$ cat config.mk
export PLATFORM = sky130hd
export DESIGN_NAME = bcd2bin_seq
export DESIGN_NICKNAME = d
export VERILOG_FILES = /design/src/rtl/bcd2bin_seq.sv
export SDC_FILE = /design/constraint.sdc
export NUM_CORES = 1
export LEC_CHECK = 0
export CORE_MARGIN = 2
export CORE_UTILIZATION = 25
export CTS_BUF_LIST = sky130_fd_sc_hd__clkbuf_4
export DETAILED_ROUTE_END_ITERATION = 6
export HOLD_SLACK_MARGIN = 0.05
export SLEW_MARGIN = 5
export SYNTH_ARGS = -nofsm -noshare
export SYNTH_HDL_FRONTEND = slang
export SYNTH_SLANG_ARGS = --single-unit
$ cat constraint.sdc
create_clock -name clk -period 1.9 [get_ports clk]
set_input_delay 0.19 -clock clk [delete_from_list [all_inputs] [get_ports clk]]
set_output_delay 0.19 -clock clk [all_outputs]
set_load 0.01 [all_outputs]
$ cat src/rtl/bcd2bin_seq.sv
// rtl/bcd2bin_seq.sv - sequential BCD-to-binary converter (reverse double-dabble, one shift per clock)
module bcd2bin_seq #(
   parameter int DIGITS = 4,
   parameter int W      = 14
) (
   input  logic                  clk,
   input  logic                  rst_n,
   input  logic                  start,
   input  logic [4*DIGITS-1:0]   bcd,
   output logic [W-1:0]          bin,
   output logic                  busy,
   output logic                  done,
   output logic                  err
);

   localparam int          DW      = 4 * DIGITS;
   localparam int          CW      = $clog2(W + 1);
   localparam logic [63:0] MAX_DEC = 64'(10 ** DIGITS) - 64'd1;

   if ((64'd1 << W) <= MAX_DEC) begin : g_width_check
      $error("bcd2bin_seq: W too small to hold the largest DIGITS-digit decimal value");
   end

   typedef enum logic [1:0] {IDLE, SHIFT, FINISH} state_t;

   state_t          state_q, state_d;
   logic [DW-1:0]   d_q, d_d;
   logic [W-1:0]    r_q, r_d;
   logic [CW-1:0]   c_q, c_d;
   logic [W-1:0]    bin_q, bin_d;
   logic            busy_q, busy_d;
   logic            done_q, done_d;
   logic            err_q, err_d;

   logic [DW-1:0]   d_sh;
   logic [W-1:0]    r_sh;
   logic            bad_digit;

   always_comb begin
      bad_digit = 1'b0;
      for (int i = 0; i < DIGITS; i++) begin
         if (bcd[4*i +: 4] > 4'd9) bad_digit = 1'b1;
      end

      // Shift {D,R} right, then pull each digit that reached 8..15 back by 3
      d_sh = {1'b0, d_q[DW-1:1]};
      r_sh = {d_q[0], r_q[W-1:1]};
      for (int i = 0; i < DIGITS; i++) begin
         if (d_sh[4*i +: 4] >= 4'd8) d_sh[4*i +: 4] = d_sh[4*i +: 4] - 4'd3;
      end

      state_d = state_q;
      d_d     = d_q;
      r_d     = r_q;
      c_d     = c_q;
      bin_d   = bin_q;
      busy_d  = busy_q;
      done_d  = 1'b0;
      err_d   = err_q;

      case (state_q)
         IDLE: begin
            busy_d = 1'b0;
            if (start) begin
               d_d = bcd;
               r_d = '0;
               if (bad_digit) begin
                  err_d   = 1'b1;
                  bin_d   = '0;
                  done_d  = 1'b1;
                  state_d = FINISH;
               end else begin
                  err_d   = 1'b0;
                  c_d     = CW'(W);
                  busy_d  = 1'b1;
                  state_d = SHIFT;
               end
            end
         end
         SHIFT: begin
            d_d = d_sh;
            r_d = r_sh;
            c_d = c_q - CW'(1);
            if (c_q == CW'(1)) begin
               bin_d   = r_sh;
               done_d  = 1'b1;
               busy_d  = 1'b0;
               state_d = FINISH;
            end
         end
         FINISH: begin
            busy_d  = 1'b0;
            state_d = IDLE;
         end
         default: begin
            busy_d  = 1'b0;
            state_d = IDLE;
         end
      endcase
   end

   always_ff @(posedge clk or negedge rst_n) begin
      if (!rst_n) begin
         state_q <= IDLE;
         d_q     <= '0;
         r_q     <= '0;
         c_q     <= '0;
         bin_q   <= '0;
         busy_q  <= 1'b0;
         done_q  <= 1'b0;
         err_q   <= 1'b0;
      end else begin
         state_q <= state_d;
         d_q     <= d_d;
         r_q     <= r_d;
         c_q     <= c_d;
         bin_q   <= bin_d;
         busy_q  <= busy_d;
         done_q  <= done_d;
         err_q   <= err_d;
      end
   end

   assign bin  = bin_q;
   assign busy = busy_q;
   assign done = done_q;
   assign err  = err_q;

endmodule

## Word level (Yosys, flattened, before mapping)

Cells that the tools add are included.

| operators by class | value |
|---|---|
| multiplexer cells | 30 |
| equality and inequality tests | 6 |
| add/subtract/negate cells | 4 |
| order comparisons | 7 |
| reductions and logical operators | 7 |

Operators by type and width:

| cell | count |
|---|---|
| $mux 14 | 4 |
| $pmux 14 s2 | 2 |
| $pmux 16 s2 | 1 |
| $mux 4 | 5 |
| $gt 4x4->1 const B | 4 |
| $mux 16 | 1 |
| $ge 4x4->1 const B | 3 |
| $sub 4x2->4 const B | 3 |
| $mux 1 | 10 |
| $ne 2x2->1 const B | 4 |
| $pmux 4 s2 | 1 |
| $mux 2 | 3 |
| $reduce_and 2->1 | 3 |
| $eq 4x1->1 const B | 1 |
| $pmux 1 s2 | 2 |
| $pmux 2 s2 | 1 |
| $reduce_and 4->1 | 1 |
| $sub 4x1->4 const B | 1 |
| $reduce_and 3->1 | 1 |
| $eq 2x1->1 const B | 1 |
| $logic_not 2->1 | 1 |
| $reduce_bool 2->1 | 1 |

| word-level totals | value |
|---|---|
| register bits | 53 |
| logic and storage cells | 62 |

## Depth between registers and ports, before layout

Gate-level depths: netlist of run 1.

| depth | value |
|---|---|
| word-level depth | 8 |
| mapped depth | 6 |
| depth with buffers taken out | 5 |

## Worst setup path after synthesis of run 1

No wires, ideal clock.

| timing path | value |
|---|---|
| path type | register -> register |
| from | register state_q[0] |
| to | register bin_q[13] (netlist: bin[13]) |
| data required time | 1.779 ns |
| clock period less this slack | 1.575 ns |
| cell stages (with the launch flop) | 7 |
| arrival time | 1.454 ns |
| slack | 0.325 ns |
| setup time | 0.121 ns |
| cells stage by stage | dfrtp_1 > buf_2 > or3b_1 > buf_2 > a41oi_4 > buf_6 > o21ai_1 |

| between the ends | value |
|---|---|
| longest elaborated chain between the ends | 3 |

RTL lines:

| what | line | source |
|---|---|---|
| from (decl) | 26 | `state_t state_q, state_d;` |
| from (signal assigned) | 113 | `state_q <= state_d;` |
| $eq 2x1->1 or $logic_not 2->1 (tied branches) | 61 | `case (state_q)` |
| $ne 2x2->1 (no line) or $reduce_bool 2->1 (tied branches) | -- |  |
| $reduce_and 4->1 (no line) | -- |  |
| to (signal assigned) | 117 | `bin_q <= bin_d;` |
| to (decl) | 30 | `logic [W-1:0] bin_q, bin_d;` |

Parallel ways exist; a longest one is shown, timed or not.
A chain may end at the register's enable or synchronous reset.

## Worst setup path after layout of run 1

| timing path | value |
|---|---|
| from | register c_q[1] |
| to | register bin_q[10] (netlist: bin[10]) |

| between the ends | value |
|---|---|
| longest elaborated chain between the ends | 3 |

RTL lines:

| what | line | source |
|---|---|---|
| from (decl) | 29 | `logic [CW-1:0] c_q, c_d;` |
| from (signal assigned) | 107 | `c_q <= '0;` |
| from (signal assigned) | 116 | `c_q <= c_d;` |
| $eq 4x1->1 | 84 | `if (c_q == CW'(1)) begin` |
| $ne 2x2->1 (no line) | -- |  |
| $reduce_and 4->1 (no line) | -- |  |

Every way passes these cells.

==> results.ini, run 1 <==
[outcome]
status = complete, no violations

[sta]
maxSlewHeadroom = 0.563
fin_ws_ns = 0.239
min_period_ns = 1.66
slew_violations = 0
clock-skew-final_ns = 0.0123
setup_violations = 0
fmax_mhz = 602
finalSetupTns_ns = 0
fin_crit_sh = 0.874
hold_viol = 0
tightestPinTransition_ns = 0.656
rsz0062_at_grt = false

[synthesis]
synth-compound-area-share = 0.245
synth_top_area_frac = 0.520
synth_fa_ha_area_frac = 0.0400
seq_area_frac_synth = 0.520
synth_top_family_by_area = compound AO/OA/AOI/OAI gates
ys_top_cells_by_area = dfrtp_1 (52%), o21ai_0 (5.6%), a22o_1 (4.9%), o22ai_1 (4.3%), ha_1 (4.0%)
synth_most_common_cell = dfrtp_1
ys_types = 34
synth_top_area_cell = dfrtp_1
synth_cells = 239
yosys-top-cells-count = dfrtp_1 (52), o21ai_0 (28), o22ai_1 (17)
synth.mux.area_fraction = 0.0300
syn-num-nets = 266
syn_area_sq_um = 2500
syn_avg_cell_area_sq_um = 10.5
synth_xor_area_frac = 0.0245
ys_warn_count = 0
synth_simple_gate_area_frac = 0.0970
synth_edf_count = 0
async_reset_ff_frac = 1.00
synth_ff_type = dfrtp_1
synth_seq_cells = 52

[grt]
top_usage_layer = met2
track_usage = 0.112
use_met2 = 0.188
grt_pass1_wl_mm = 9.98
first_global_vias = 2007
antenna_found_initial = 0
met3_usage = 0.0238
grt.overflow.total = 0
grt_max_degree = 53
grtUsageMet1 = 0.144

[floorplan]
ioPinCount = 36
coreArea_sq_um = 9730
die_h_microns = 104
fp.dieW_microns = 104
die-area_sq_um = 10800
initial_core_util = 0.257
row_count = 36

[critical_path]
worstSetupPathType = reg2reg
max_stage_delay_ns = 0.57
crit_chain = inv_1, ha_1, or3b_1, o21ai_0, o21ai_0
cp_slowest_cell = or3b_1
critPathLaunchType = flop
crit_buf_inv = 1
crit_family = simple AND/OR/NAND/NOR gates
critPathRequiredTime_ns = 2.17
arrival_ns = 1.93
cp_common_cell = o21ai_0
cp-end-kind = flop
worstPathMaxFanout = 15

[hold_path]
min_path_type = in2reg

[clock_network]
cts_tree = done
postCtsSetupBuffers = 0
cts_max_path_buffers = 2
clkTransAtPathRegs_ns = 0.15
clock-root-buffer = clkbuf_4
cts-buffers-inserted = 5
htreeDepth = 2
clock_sinks = 52
clock_latency_ns = 0.37

[pwr]
clkPwrFrac = 0.142
p_sw_frac = 0.373
p_leak_uw = 0.00134
pwr-share-seq = 0.488
p_comb_frac = 0.370
p_int_uw = 2140
p_per_area_nw_per_um2 = 1070
total_power_uw = 3410
power.switching_uw = 1270
vdd_ir_drop_max_mv = 0.311

[finish]
layout-drive-gt1-share = 0.113
final_util = 0.327
antenna_cells = 0
syn2layout_area_growth_pct = 27.0
finalNetCount = 311

[place]
pre_cts_ws_ns = 0.163
portBuffers = 35
dp_hpwl_mm = 3.96
place.gp.congestion = 0.759

[run]
drv_cap = 0

[routing]
vias = 1973
drt_wl_total_mm = 5.81
drtPass1Iterations = 4
drtIter0Drc = 119
via_per_inst = 4.73
wl_per_cell_microns = 13.9
drc = 0
ant_nets = 0

[metal layers]
metal  routed length (microns)  part of all wire
met3                       178             0.031
met4                        72             0.012
met5                         0                 0
met1                      2740              0.47
met2                      2820              0.48
[worst reg2reg max path: stages (launching register included)]
cell and delay, ns:
dfrtp_1 0.41, inv_1 0.10, ha_1 0.16, or3b_1 0.57, o21ai_0 0.23, o21ai_0 0.10
[per-stage QoR]
step                hold slack, ns  area, sq um  instances
finish                       0.406         3180        417
CTS                          0.394         3180        417
floorplan                   -0.106         2500        239
global placement             0.352         3120        409
global route                 0.408         3180        417
detailed placement           0.355         3120        409
[final timing paths]
check	from	to	slack, ns	cells past startpoint
worst max-delay path	c_q[1]	bin[10]	0.24	5
worst min-delay path	bcd[7]	d_q[7]	0.41	3
worst max register to register	c_q[1]	bin[10]	0.24	5
worst min register to register	d_q[13]	d_q[13]	0.50	2
max in group asynchronous	rst_n	err	1.01	3
min in group asynchronous	rst_n	bin[3]	0.44	3
[what timing repair did]
item / in CTS / in global routing
hold buffers: 1 / 0
endpoints found under the setup margin: 0 / 0
resized for setup: 0 / 0
hold endpoints to repair: 52 / 0
[final cells by class]
| type | instances | area, sq um |
|---|---|---|
| clock inverter | 2 | 12.5 |
| timing repair buffer | 54 | 528 |
| sequential | 52 | 1300 |
| multi-input combinational | 161 | 1090 |
| tap | 133 | 166 |
| fill | 1013 | 6550 |
| inverter | 10 | 37.5 |
| clock buffer | 5 | 37.5 |
[logic make-up (layout without fill, tap and decap cells)]
logic type                 Yosys count  in the layout
AOI/OAI and AO/OA                   94             94
DFF                                 52             52
and+or+nand+nor                     45             45
buffers and inverters               26             71
adders and majority gates            8              8
xor gates and xnor gates             7              7
muxes                                7              7
[power groups by stage]
stage / logic, uW / clock network (uW) / registers [uW]
floorplan: 903 / 0 / 1600
finish: 1260 / 485 / 1660
CTS: 1280 / 501 / 1660
global placement: 1240 / 0 / 1680
global route: 1420 / 554 / 1710
detailed placement: 1270 / 0 / 1680
[layout by cell type (no fill, tap or decap), drive strengths merged, types with 4 or more instances in the layout]
cell type,synthesis,final
inv,9,9
nand3,15,15
clkbuf,11,5
nor2b,7,7
o21ai,37,37
buf,5,19
nand2,7,7
dfrtp,52,52
a22o,14,14
o22ai,17,17
nor2,5,5
mux2,4,4
a21o,6,6
a21oi,10,10
ha,8,8
clkdlybuf4s50,0,34
xor2,4,4
[flip-flops by register name, summed over array words and instances (netlist names)]
register  count
busy          1
done          1
bin          14
c_q           4
state_q       2
d_q          16
r_q          13
err           1
(Power assumes the default switching activity.)
==> run 2, diff against run 1 <==
- DONT_BUFFER_PORTS: unset -> 1
- HOLD_SLACK_MARGIN: 0.05 -> 0.06
- clock period: 1.9 -> 1.6 ns (I/O delays scaled with it)
==> run 2 against run 1 <==
  * Via count down 0.81%
  * Critical path depth down 1
  * Power rose by 21%
  * Clock power grew 30%
  * Sequential share of layout area up 1.6 points
  * Hold slack worse by 0.34 ns
  * Maximum frequency rose by 9.7%
  * Clock skew increased by 0.0083 ns
  * Cell count fell by 2.9%
  * Critical endpoint is now bin[11]
  * Largest power group unchanged
==> results.ini, run 2 (synthesized netlist as in run 1, its figures left out) <==
[outcome]
status = complete, no violations  ; unchanged

[pwr]
p_per_area_nw_per_um2 = 1350  ; was 1070 nW/um^2
p_leak_uw = 0.00131  ; was 0.00134 uW
vdd_ir_drop_max_mv = 0.465  ; was 0.311 mV
total_power_uw = 4120  ; was 3410 uW

[finish]
final_util = 0.314  ; was 0.327
finalNetCount = 297  ; was 311
regMostFlops = d_q  ; unchanged
fill_cells = 1008  ; was 1013
design_area_sq_um = 3060  ; was 3180 sq um
syn2layout_area_growth_pct = 22.2  ; was 27.0%
largest_register_ffs = 16  ; unchanged
layout-drive-gt1-share = 0.140  ; was 0.113
final_common_cell = dfrtp_1  ; unchanged
final_cell_mix = dfrtp_1 (52), o21ai_0 (26), buf_4 (19)  ; was dfrtp_1 (52), clkdlybuf4s50_1 (34), o21ai_0 (28)

[critical_path]
cp-end-kind = flop  ; unchanged
max_stage_delay_ns = 0.49  ; was 0.57 ns
critPathRequiredTime_ns = 1.90  ; was 2.17 ns
worstPathMaxFanout = 16  ; was 15
critPathLaunchType = flop  ; unchanged
worstSetupPathType = reg2reg  ; unchanged
cp_slowest_cell = dfrtp_1  ; was or3b_1
arrival_ns = 1.82  ; was 1.93 ns
crit_chain = or3b_1, a41oi_4, buf_12, o21ai_0  ; was inv_1, ha_1, or3b_1, o21ai_0, o21ai_0

[grt]
first_global_vias = 1950  ; was 2007
grt_max_degree = 53  ; unchanged
grt_pass1_wl_mm = 10.2  ; was 9.98 mm
track_usage = 0.117  ; was 0.112
antenna_found_initial = 1  ; was 0
grt.overflow.total = 0  ; unchanged

[place]
place.gp.congestion = 0.726  ; was 0.759
dp_hpwl_mm = 4.07  ; was 3.96 mm
dpl_cell_area_sq_um = 2780  ; was 3120 sq um
portBuffers = 0  ; was 35
pre_cts_ws_ns = -0.0226  ; was 0.163 ns

[sta]
slew_violations = 0  ; unchanged
setup_violations = 0  ; unchanged
rsz0062_at_grt = true  ; was false
min_period_ns = 1.51  ; was 1.66 ns
hold_viol = 0  ; unchanged
holdWs_ns = 0.0663  ; was 0.406 ns
tightestPinTransition_ns = 0.424  ; was 0.656 ns
maxSlewHeadroom = 0.716  ; was 0.563
fin_ws_ns = 0.0853  ; was 0.239 ns
clock-skew-final_ns = 0.0205  ; was 0.0123 ns
fin_crit_sh = 0.947  ; was 0.874
fmax_mhz = 660  ; was 602 MHz

[floorplan]
coreArea_sq_um = 9730  ; unchanged
ioPinCount = 36  ; unchanged
initial_core_util = 0.257  ; unchanged
die-area_sq_um = 10800  ; unchanged
fp.dieW_microns = 104  ; unchanged
die_h_microns = 104  ; unchanged
row_count = 36  ; unchanged

[routing]
drtIter0Drc = 178  ; was 119
ant_nets = 0  ; unchanged
drc = 0  ; unchanged
via_per_inst = 4.83  ; was 4.73
drtPass1Iterations = 5  ; was 4
vias = 1957  ; was 1973
wl_per_cell_microns = 15.1  ; was 13.9 microns
drt_wl_total_mm = 6.10  ; was 5.81 mm

[clock_network]
postCtsSetupBuffers = 0  ; unchanged
htreeDepth = 2  ; unchanged
clock_sinks = 52  ; unchanged
clock-root-buffer = clkbuf_4  ; unchanged
cts-buffers-inserted = 5  ; unchanged
clkTransAtPathRegs_ns = 0.16  ; was 0.15 ns
clock_latency_ns = 0.40  ; was 0.37 ns
cts_max_path_buffers = 2  ; unchanged
cts_tree = done  ; unchanged

[hold_path]
min_path_type = in2reg  ; unchanged

[run]
drv_cap = 0  ; unchanged

## run 2: changes by cell type in the layout (fill, tap and decap cells not counted), moves of 2 or more
cell,previous run,this run
o21ai_1,9,11
clkdlybuf4s50_1,34,0
buf_4,15,19
dlygate4sd3_1,1,18
o21ai_0,28,26
## run 2: routing by layer
layer  GRT usage  part of all wire  routed length [microns]  vias to the layer above
li1            -                 -                        -                      934
met1       0.154              0.46                     2820                      974
met2       0.179              0.46                     2790                       40
met3      0.0338             0.059                      360                        9
met4      0.0531             0.022                      134                        0
met5           0                 0                        0                        -
## run 2: layout make-up
type                       count  area [sq um]  share of cell area
inverter                      10          37.5              0.0123
sequential                    52          1300               0.426
tap                          133           166              0.0544
clock buffer                   5          37.5              0.0123
antenna                        1          2.50            0.000818
timing repair buffer          40           390               0.128
multi-input combinational    161          1100               0.360
clock inverter                 3          21.3             0.00696
## run 2: where the power goes
part / switching [uW] / internal, uW / total (uW)
Clock: 457 / 175 / 632
Combinational: 729 / 778 / 1510
Sequential: 375 / 1600 / 1980
Total: 1560 / 2560 / 4120
## run 2: final timing paths
check,from,endpoint,slack [ns],cells past startpoint
min in group asynchronous,rst_n,bin[5],0.26,2
max in group asynchronous,rst_n,d_q[13],1.08,2
max,state_q[1],bin[11],0.09,4
min,start,d_q[6],0.07,2
max reg2reg,state_q[1],bin[11],0.09,4
min reg2reg,d_q[14],d_q[14],0.51,2
## run 2: per-stage QoR
step	std cells	TNS (ns)
6_report	405	0
5_1_grt	405	-0.00186
4_1_cts	404	0
3_5_place_dp	377	-0.0420
3_3_place_gp	377	0
2_1_floorplan	239	0
## run 2: critical path: cells and delay by family (launching register included)
family	cells	cell delay, ns
flops	1	0.49
simple gates	1	0.43
buf+inv	1	0.17
compound gates	2	0.32
## run 2: timing repair
item | 4_1_cts | 5_1_grt
hold endpoints to repair | 69 | 0
cloned | 0 | 0
endpoints found under the setup margin | 14 | 3
resized for setup | 1 | 3
hold buffers | 19 | 0
==> run 3, diff against run 2 <==
- CORE_MARGIN: 2 -> 4
==> run 3 against run 2 <==
  * Clock-buffer cell count is 1 higher
  * Maximum frequency increased by 3.2%
  * Sequential cell count is the same
  * Critical path type unchanged
  * Critical endpoint is now bin[10]
==> results.ini, run 3 (synthesized netlist as in run 1, its figures left out) <==
[grt]
antenna_found_initial = 0  ; was 1
first_global_vias = 1990  ; was 1950
grt.overflow.total = 0  ; unchanged
grt_pass1_wl_mm = 10.3  ; was 10.2 mm
track_usage = 0.112  ; was 0.117
grt_max_degree = 53  ; unchanged

[sta]
clock-skew-final_ns = 0.0145  ; was 0.0205 ns
setup_violations = 0  ; unchanged
slew_violations = 0  ; unchanged
holdWs_ns = 0.142  ; was 0.0663 ns
hold_viol = 0  ; unchanged
fin_ws_ns = 0.132  ; was 0.0853 ns
tightestPinTransition_ns = 0.442  ; was 0.424 ns
rsz0062_at_grt = false  ; was true
fin_crit_sh = 0.917  ; was 0.947
maxSlewHeadroom = 0.704  ; was 0.716
min_period_ns = 1.47  ; was 1.51 ns
fmax_mhz = 681  ; was 660 MHz

[finish]
final_cell_count_no_fill = 402  ; was 405
antenna_cells = 0  ; was 1
fill_cells = 1010  ; was 1008
largest_register_ffs = 16  ; unchanged
final_common_cell = dfrtp_1  ; unchanged
syn2layout_area_growth_pct = 21.4  ; was 22.2%
final_cell_mix = dfrtp_1 (52), o21ai_0 (27), dlygate4sd3_1 (18)  ; was dfrtp_1 (52), o21ai_0 (26), buf_4 (19)
regMostFlops = d_q  ; unchanged
finalNetCount = 295  ; was 297
final_util = 0.311  ; was 0.314
layout-drive-gt1-share = 0.134  ; was 0.140

[critical_path]
crit_chain = inv_1, ha_1, or3b_4, o21ai_0, o21ai_0  ; was or3b_1, a41oi_4, buf_12, o21ai_0
max_stage_delay_ns = 0.46  ; was 0.49 ns
cp-end-kind = flop  ; unchanged
cp_common_cell = o21ai_0
arrival_ns = 1.76  ; was 1.82 ns
worstSetupPathType = reg2reg  ; unchanged
cp_slowest_cell = or3b_4  ; was dfrtp_1
worstPathMaxFanout = 15  ; was 16
critPathLaunchType = flop  ; unchanged
r2r_cells = 5  ; was 4
critPathRequiredTime_ns = 1.89  ; was 1.90 ns

[clock_network]
cts_tree = done  ; unchanged
postCtsSetupBuffers = 0  ; unchanged
cts_max_path_buffers = 2  ; unchanged
clock_sinks = 52  ; unchanged
htreeDepth = 2  ; unchanged
clkTransAtPathRegs_ns = 0.16  ; about the same
clock_latency_ns = 0.39  ; was 0.40 ns
cts-buffers-inserted = 5  ; unchanged
clock-root-buffer = clkbuf_4  ; unchanged

[routing]
drt_wl_total_mm = 6.16  ; was 6.10 mm
ant_nets = 0  ; unchanged
drc = 0  ; unchanged
vias = 1971  ; was 1957
via_per_inst = 4.90  ; was 4.83
wl_per_cell_microns = 15.3  ; was 15.1 microns
drtPass1Iterations = 4  ; was 5
drtIter0Drc = 157  ; was 178

[floorplan]
coreArea_sq_um = 9770  ; was 9730 sq um
fp.dieW_microns = 108  ; was 104 microns
row_count = 36  ; unchanged
initial_core_util = 0.256  ; was 0.257
die_h_microns = 108  ; was 104 microns
ioPinCount = 36  ; unchanged
die-area_sq_um = 11700  ; was 10800 sq um

[hold_path]
min_path_type = in2reg  ; unchanged
min_path_cells = 3  ; was 2

[outcome]
status = complete, no violations  ; unchanged

[place]
dp_hpwl_mm = 4.03  ; was 4.07 mm
portBuffers = 0  ; unchanged
pre_cts_ws_ns = -0.0493  ; was -0.0226 ns
dp_cells = 375  ; was 377
place.gp.congestion = 0.765  ; was 0.726

[run]
drv_cap = 0  ; unchanged

[pwr]
p_leak_uw = 0.00130  ; was 0.00131 uW
vdd_ir_drop_max_mv = 0.380  ; was 0.465 mV
p_per_area_nw_per_um2 = 1350  ; about the same

==> run 3: changes by cell type in the layout (fill, tap and decap cells not counted) <==
| cell | previous run | this run |
|---|---|---|
| buf_4 | 19 | 17 |
| clkbuf_4 | 5 | 6 |
| clkinv_2 | 1 | 0 |
| clkinv_4 | 0 | 1 |
| diode_2 | 1 | 0 |
| inv_6 | 1 | 0 |
| nor2b_2 | 0 | 1 |
| nor2b_4 | 1 | 0 |
| o21ai_0 | 26 | 27 |
| o21ai_1 | 11 | 10 |
==> run 3: final timing paths <==
path | from | endpoint | slack, ns
worst max-delay path | c_q[1] | bin[10] | 0.13
worst min-delay path | start | err | 0.14
worst max register to register | c_q[1] | bin[10] | 0.13
worst min register to register | d_q[14] | d_q[14] | 0.51
max in group asynchronous | rst_n | d_q[10] | 1.07
min in group asynchronous | rst_n | bin[3] | 0.28
==> run 3: metrics by stage <==
stage | power [uW] | TNS (ns) | instance area (sq um)
detailed placement | 3420 | -0.0679 | 2770
floorplan | 2970 | 0 | 2500
global route | 4430 | 0 | 3040
CTS | 4140 | 0 | 3040
finish | 4090 | 0 | 3040
global placement | 3360 | 0 | 2770
==> run 3: worst max-delay path: cells and delay by family, from the launching register on <==
kind,cells,cell delay (ns)
simple gates,1,0.46
flops,1,0.41
compound gates,2,0.29
fa+ha+maj,1,0.14
buf+inv,1,0.08
==> run 3: routing by layer <==
layer / part of all wire / vias up / track usage
met5: 0 / - / 0
met4: 0.021 / 0 / 0.0469
met3: 0.049 / 9 / 0.0275
met2: 0.48 / 39 / 0.175
met1: 0.45 / 988 / 0.147
li1: - / 935 / -
==> run 3: area by class of cell <==
type	count	area, sq um	area share
clock buffers	6	45.0	0.0148
clock inverters	2	16.3	0.00535
inverters	10	37.5	0.0124
multi-input cells	161	1100	0.361
flip-flops and latches	52	1300	0.428
well taps	133	166	0.0548
repair buffers	38	375	0.124
==> run 3: power breakdown <==
part	leakage [uW]	switching, uW	internal (uW)	total, uW
sequential	0.000665	349	1600	1950
clock	0.0000319	435	193	627
combinational	0.000606	744	769	1510
total	0.00130	1530	2570	4090
==> run 3: repair_timing <==
item,CTS,global route
resized for setup,1,1
hold endpoints to repair,69,0
hold buffers,19,0
endpoints found under the setup margin,5,1
